## src/rtl/hazard_controller.sv

```systemverilog
// Pipeline sequencing controller: load-use bubbles, branch flushes, data-memory
// freeze with timeout trap, and saturating performance counters.
module hazard_controller #(
  parameter int unsigned MEM_TIMEOUT = 255,
  parameter int unsigned CNT_W       = 16
) (
  input  logic             clk,
  input  logic             rst,
  input  logic [4:0]       rs1_id,
  input  logic [4:0]       rs2_id,
  input  logic             use_rs1_id,
  input  logic             use_rs2_id,
  input  logic [4:0]       rd_ex,
  input  logic             MemRdex,
  input  logic             branch_taken_ex,
  input  logic             dmem_req,
  input  logic             dmem_ready,
  input  logic             clr_cnt,
  output logic             pc_en,
  output logic             ifid_en,
  output logic             idex_en,
  output logic             exmem_en,
  output logic             ifid_flush,
  output logic             idex_flush,
  output logic             memwb_flush,
  output logic             mem_timeout,
  output logic [CNT_W-1:0] lu_cnt,
  output logic [CNT_W-1:0] mem_cnt,
  output logic [CNT_W-1:0] flush_cnt
);

  typedef enum logic [1:0] {RUN, MEM_WAIT, ERROR} state_t;

  state_t      state;
  logic [15:0] wait_cnt;
  logic        frozen;
  logic        load_use;
  logic        timeout_hit;
  logic        lu_evt;
  logic        flush_evt;

  always_comb begin
    frozen      = dmem_req & ~dmem_ready & (state != ERROR);
    load_use    = MemRdex & (rd_ex != '0) &
                  ((use_rs1_id & (rs1_id == rd_ex)) | (use_rs2_id & (rs2_id == rd_ex)));
    timeout_hit = frozen & (wait_cnt == 16'(MEM_TIMEOUT));
    // Branch outranks load-use; freeze outranks both.
    flush_evt   = (state != ERROR) & ~frozen & branch_taken_ex;
    lu_evt      = (state != ERROR) & ~frozen & ~branch_taken_ex & load_use;
  end

  always_comb begin
    pc_en       = 1'b1;
    ifid_en     = 1'b1;
    idex_en     = 1'b1;
    exmem_en    = 1'b1;
    ifid_flush  = 1'b0;
    idex_flush  = 1'b0;
    memwb_flush = 1'b0;
    if (rst) begin
      {pc_en, ifid_en, idex_en, exmem_en} = '0;
      {ifid_flush, idex_flush, memwb_flush} = '1;
    end else if (state == ERROR) begin
      {pc_en, ifid_en, idex_en, exmem_en} = '0;
    end else if (frozen) begin
      {pc_en, ifid_en, idex_en, exmem_en} = '0;
      memwb_flush = 1'b1;
    end else if (branch_taken_ex) begin
      ifid_flush = 1'b1;
      idex_flush = 1'b1;
    end else if (load_use) begin
      pc_en      = 1'b0;
      ifid_en    = 1'b0;
      idex_flush = 1'b1;
    end
  end

  always_ff @(posedge clk) begin
    if (rst) begin
      state       <= RUN;
      wait_cnt    <= '0;
      mem_timeout <= 1'b0;
      lu_cnt      <= '0;
      mem_cnt     <= '0;
      flush_cnt   <= '0;
    end else begin
      if (timeout_hit) begin
        state       <= ERROR;
        mem_timeout <= 1'b1;
      end else begin
        case (state)
          RUN: begin
            if (frozen) begin
              state    <= MEM_WAIT;
              wait_cnt <= 16'd1;
            end
          end
          MEM_WAIT: begin
            if (frozen) begin
              wait_cnt <= wait_cnt + 16'd1;
            end else begin
              state    <= RUN;
              wait_cnt <= '0;
            end
          end
          ERROR:   state <= ERROR;
          default: state <= RUN;
        endcase
      end

      if (clr_cnt) begin
        lu_cnt    <= '0;
        mem_cnt   <= '0;
        flush_cnt <= '0;
      end else begin
        if (lu_evt && lu_cnt != '1)       lu_cnt    <= lu_cnt + 1'b1;
        if (frozen && mem_cnt != '1)      mem_cnt   <= mem_cnt + 1'b1;
        if (flush_evt && flush_cnt != '1) flush_cnt <= flush_cnt + 1'b1;
      end
    end
  end

endmodule

```

## config.mk

```make
export PLATFORM = sky130hd
export DESIGN_NAME = hazard_controller
export DESIGN_NICKNAME = d
export VERILOG_FILES = /design/src/rtl/hazard_controller.sv
export SDC_FILE = /design/constraint.sdc
export NUM_CORES = 1
export LEC_CHECK = 0
export BUFFER_PORTS_ARGS = -buffer_cell sky130_fd_sc_hd__clkbuf_2
export CAP_MARGIN = 20
export CORE_MARGIN = 1.5
export CORE_UTILIZATION = 58
export DETAILED_ROUTE_END_ITERATION = 7
export GPL_TIMING_DRIVEN = 1
export HOLD_SLACK_MARGIN = 0.08
export PLACE_DENSITY = 0.95
export SLEW_MARGIN = 20
export SYNTH_ARGS = -nofsm -noshare
export SYNTH_HDL_FRONTEND = slang
export SYNTH_SLANG_ARGS = --single-unit
```

## constraint.sdc

```tcl
create_clock -name clk -period 5.6 [get_ports clk]
set_input_delay 0.56 -clock clk [delete_from_list [all_inputs] [get_ports clk]]
set_output_delay 0.56 -clock clk [all_outputs]
set_load 0.005 [all_outputs]
```

==> results.cfg <==
[finish]
drive_above_1_share_pct = 21.3
layout_commonest_cell = clkbuf_2
diodes = 0
final_nets = 515
area_growth_pct = 17.6
final_cell_mix = clkbuf_2 (79), dfxtp_1 (67), nor2_1 (57), nand2_1 (35), xnor2_1 (32)

[synth]
async_flop_share_pct = 0
ys.flop_type = dfxtp_1
avgSynthCellArea_um2 = 8.15
ys_warn_count = 0
synth_area_um2 = 3360
syn_nets = 440
syn_inst = 412
yosysTopAreaCell = dfxtp_1
synth_edf_count = 0
synth.distinct_cells = 49
synth_area_leaders = dfxtp_1 (40%), xnor2_1 (8.3%), nor2_1 (6.4%)
ys_seq_elements = 67
yosysTopAreaCellShare_pct = 40.0
synth-seq-area-share_pct = 40.0

[critical_path]
crit_path_max_incr_delay_ns = 0.45
crit_chain = clkbuf_2 > xnor2_1 > nand4_1 > o22ai_1 > nand2_1 > o21a_1 > clkbuf_2
critPathBufInv = 2
cp.arrival_ns = 1.95
crit_fanout = 7
slowest_stage = o22ai_1
ff2ff_path_depth = 6
crit_top_cell = clkbuf_2
crit_cells = 7
r2r-start = state[0]
critPathTopFamily = compound AO/OA/AOI/OAI gates
startpoint = rd_ex[0]
crit_path_end_kind = primary output
crit_type = in2out
rrSetupSlack_ns = 3.32
crit_required_ns = 5.04
startpoint_type = primary input

[status]
status = completed

[placement]
place.gp.congestion = 0.843
dp_hpwl_um = 5680
portBuffers = 79

[power_and_ir_drop]
p_per_area_nw_per_um2 = 227
power.leakage_nw = 1.40
ir_drop_v = 0.000200

[grt]
grt_pass1_wl_um = 13300
grt_pass1_vias = 3058
busiest_layer = met2
grt_remaining_overflow = 0
gr-usage-met2_pct = 45.5
grt_start_max_net_pins = 46
use_met1_pct = 30.9
antenna_found_initial = 0
gr-usage-all-layers_pct = 26.5
use_met3_pct = 9.08

[clock_tree]
cts_hold_buf = 0
path_clk_slew_ns = 0.07
cts_tree = yes
post_cts_buffers = 0
post_cts_resized = 0
cts-buffers-inserted = 9
cts.sinks = 67
h-tree-depth = 3
clk_latency_ns = 0.35
clockBufferDepth = 2
cts_root_buf = clkbuf_8

[sta]
worst_pin_slew_ns = 0.847
drv_slew = 0
holdWs_ns = 0.460
setup_violations = 0
setup-tns-final_ns = 0
max_freq_mhz = 398
report.final.hold_viol_count = 0
rsz0062_at_grt = no
fin_crit_ns = 2.51
slew_headroom_pct = 43.5
skew_ns = 0.0108
finalCritPeriodShare_pct = 44.8

[detailed_routing]
drc_errors = 0
finalWirelength_um = 7930
detail-route-antenna-nets = 0
wl_per_cell_um = 14.1
viasPerCell = 5.84
vias = 3293
drt-initial-drc-count = 236
first_pass_iters = 5

[floorplan]
start_util_pct = 60.6
placementRows = 27
die_width_um = 79.1
boundaryPins = 80
die_h_um = 79.1
core_region_area_um2 = 5540
die_area_um2 = 6250

[hold_path]
hold_path_depth = 2
min-delay-start = mem_timeout
hp-class = reg2reg

[job]
cap_violations = 0
[flip-flops by register name (all words and copies together), names as in the netlist]
register	flops
mem_timeout	1
flush_cnt	16
mem_cnt	16
lu_cnt	16
wait_cnt	16
state	2
[metal layers]
layer  up-vias  part of all wire (%)
li1       1613                     -
met1      1555                    43
met2       115                    49
met3        10                   7.2
met4         0                  0.82
met5         -                     0
[cell families after synthesis]
kind of cell               share of synthesized area, %
buffers and inverters                              3.39
adders and majority gates                          1.49
AOI/OAI and AO/OA                                  13.6
and+or+nand+nor                                    29.9
DFF                                                40.0
xor gates and xnor gates                           11.7
[synthesized netlist by cell type, types with 3 or more instances]
master / instances
a21oi_1: 23
a31oi_1: 4
and3_1: 5
buf_4: 3
clkbuf_1: 9
dfxtp_1: 67
ha_1: 4
inv_1: 12
nand2_1: 35
nand2b_1: 4
nand3_1: 27
nand4_1: 19
nor2_1: 57
nor3_1: 9
nor4_1: 6
o211ai_1: 5
o21ai_0: 18
or3_1: 20
or4_1: 5
xnor2_1: 32
xor2_1: 13
[final timing paths]
| kind | endpoint |
|---|---|
| setup / recovery | pc_en |
| hold / removal | mem_timeout |
| setup reg to reg | lu_cnt[11] |
| hold reg to reg | mem_timeout |
[final cells by class]
type | count | area [um2]
Clock buffer | 9 | 124
Clock inverter | 7 | 51.3
Fill cell | 448 | 1590
Inverter | 12 | 45.0
Multi-Input combinational cell | 318 | 1900
Sequential cell | 67 | 1340
Tap cell | 72 | 90.1
Timing Repair Buffer | 79 | 395
[worst register-to-register path: stages (launching register included)]
cell and delay, ns:
dfxtp_1 0.43, nand2b_2 0.25, nand2_1 0.16, a211oi_1 0.33, nand3_1 0.41, or4_1 0.59, nand2_1 0.07
[where the power goes]
group | switching (W) | internal [W] | total (W)
Combinational | 0.0000317 | 0.0000210 | 0.0000527
Clock | 0.000201 | 0.000163 | 0.000363
Sequential | 0.00000224 | 0.000478 | 0.000480
Total | 0.000235 | 0.000661 | 0.000896
[per-stage QoR]
| stage | cells | util (%) | total power (W) | instance area (um2) | setup WS [ns] |
|---|---|---|---|---|---|
| floorplan | 412 | - | 0.000524 | 3360 | 3.43 |
| global placement | 548 | 68.1 | 0.000542 | 3770 | 3.19 |
| detailed placement | 548 | 68.1 | 0.000544 | 3770 | 2.95 |
| CTS | 564 | 71.3 | 0.000901 | 3950 | 3.06 |
| global route | 564 | 71.3 | 0.000930 | 3950 | 2.85 |
| finish | 564 | 71.3 | 0.000896 | 3950 | 3.09 |
No activity file was read; power rests on OpenSTA's default activity.
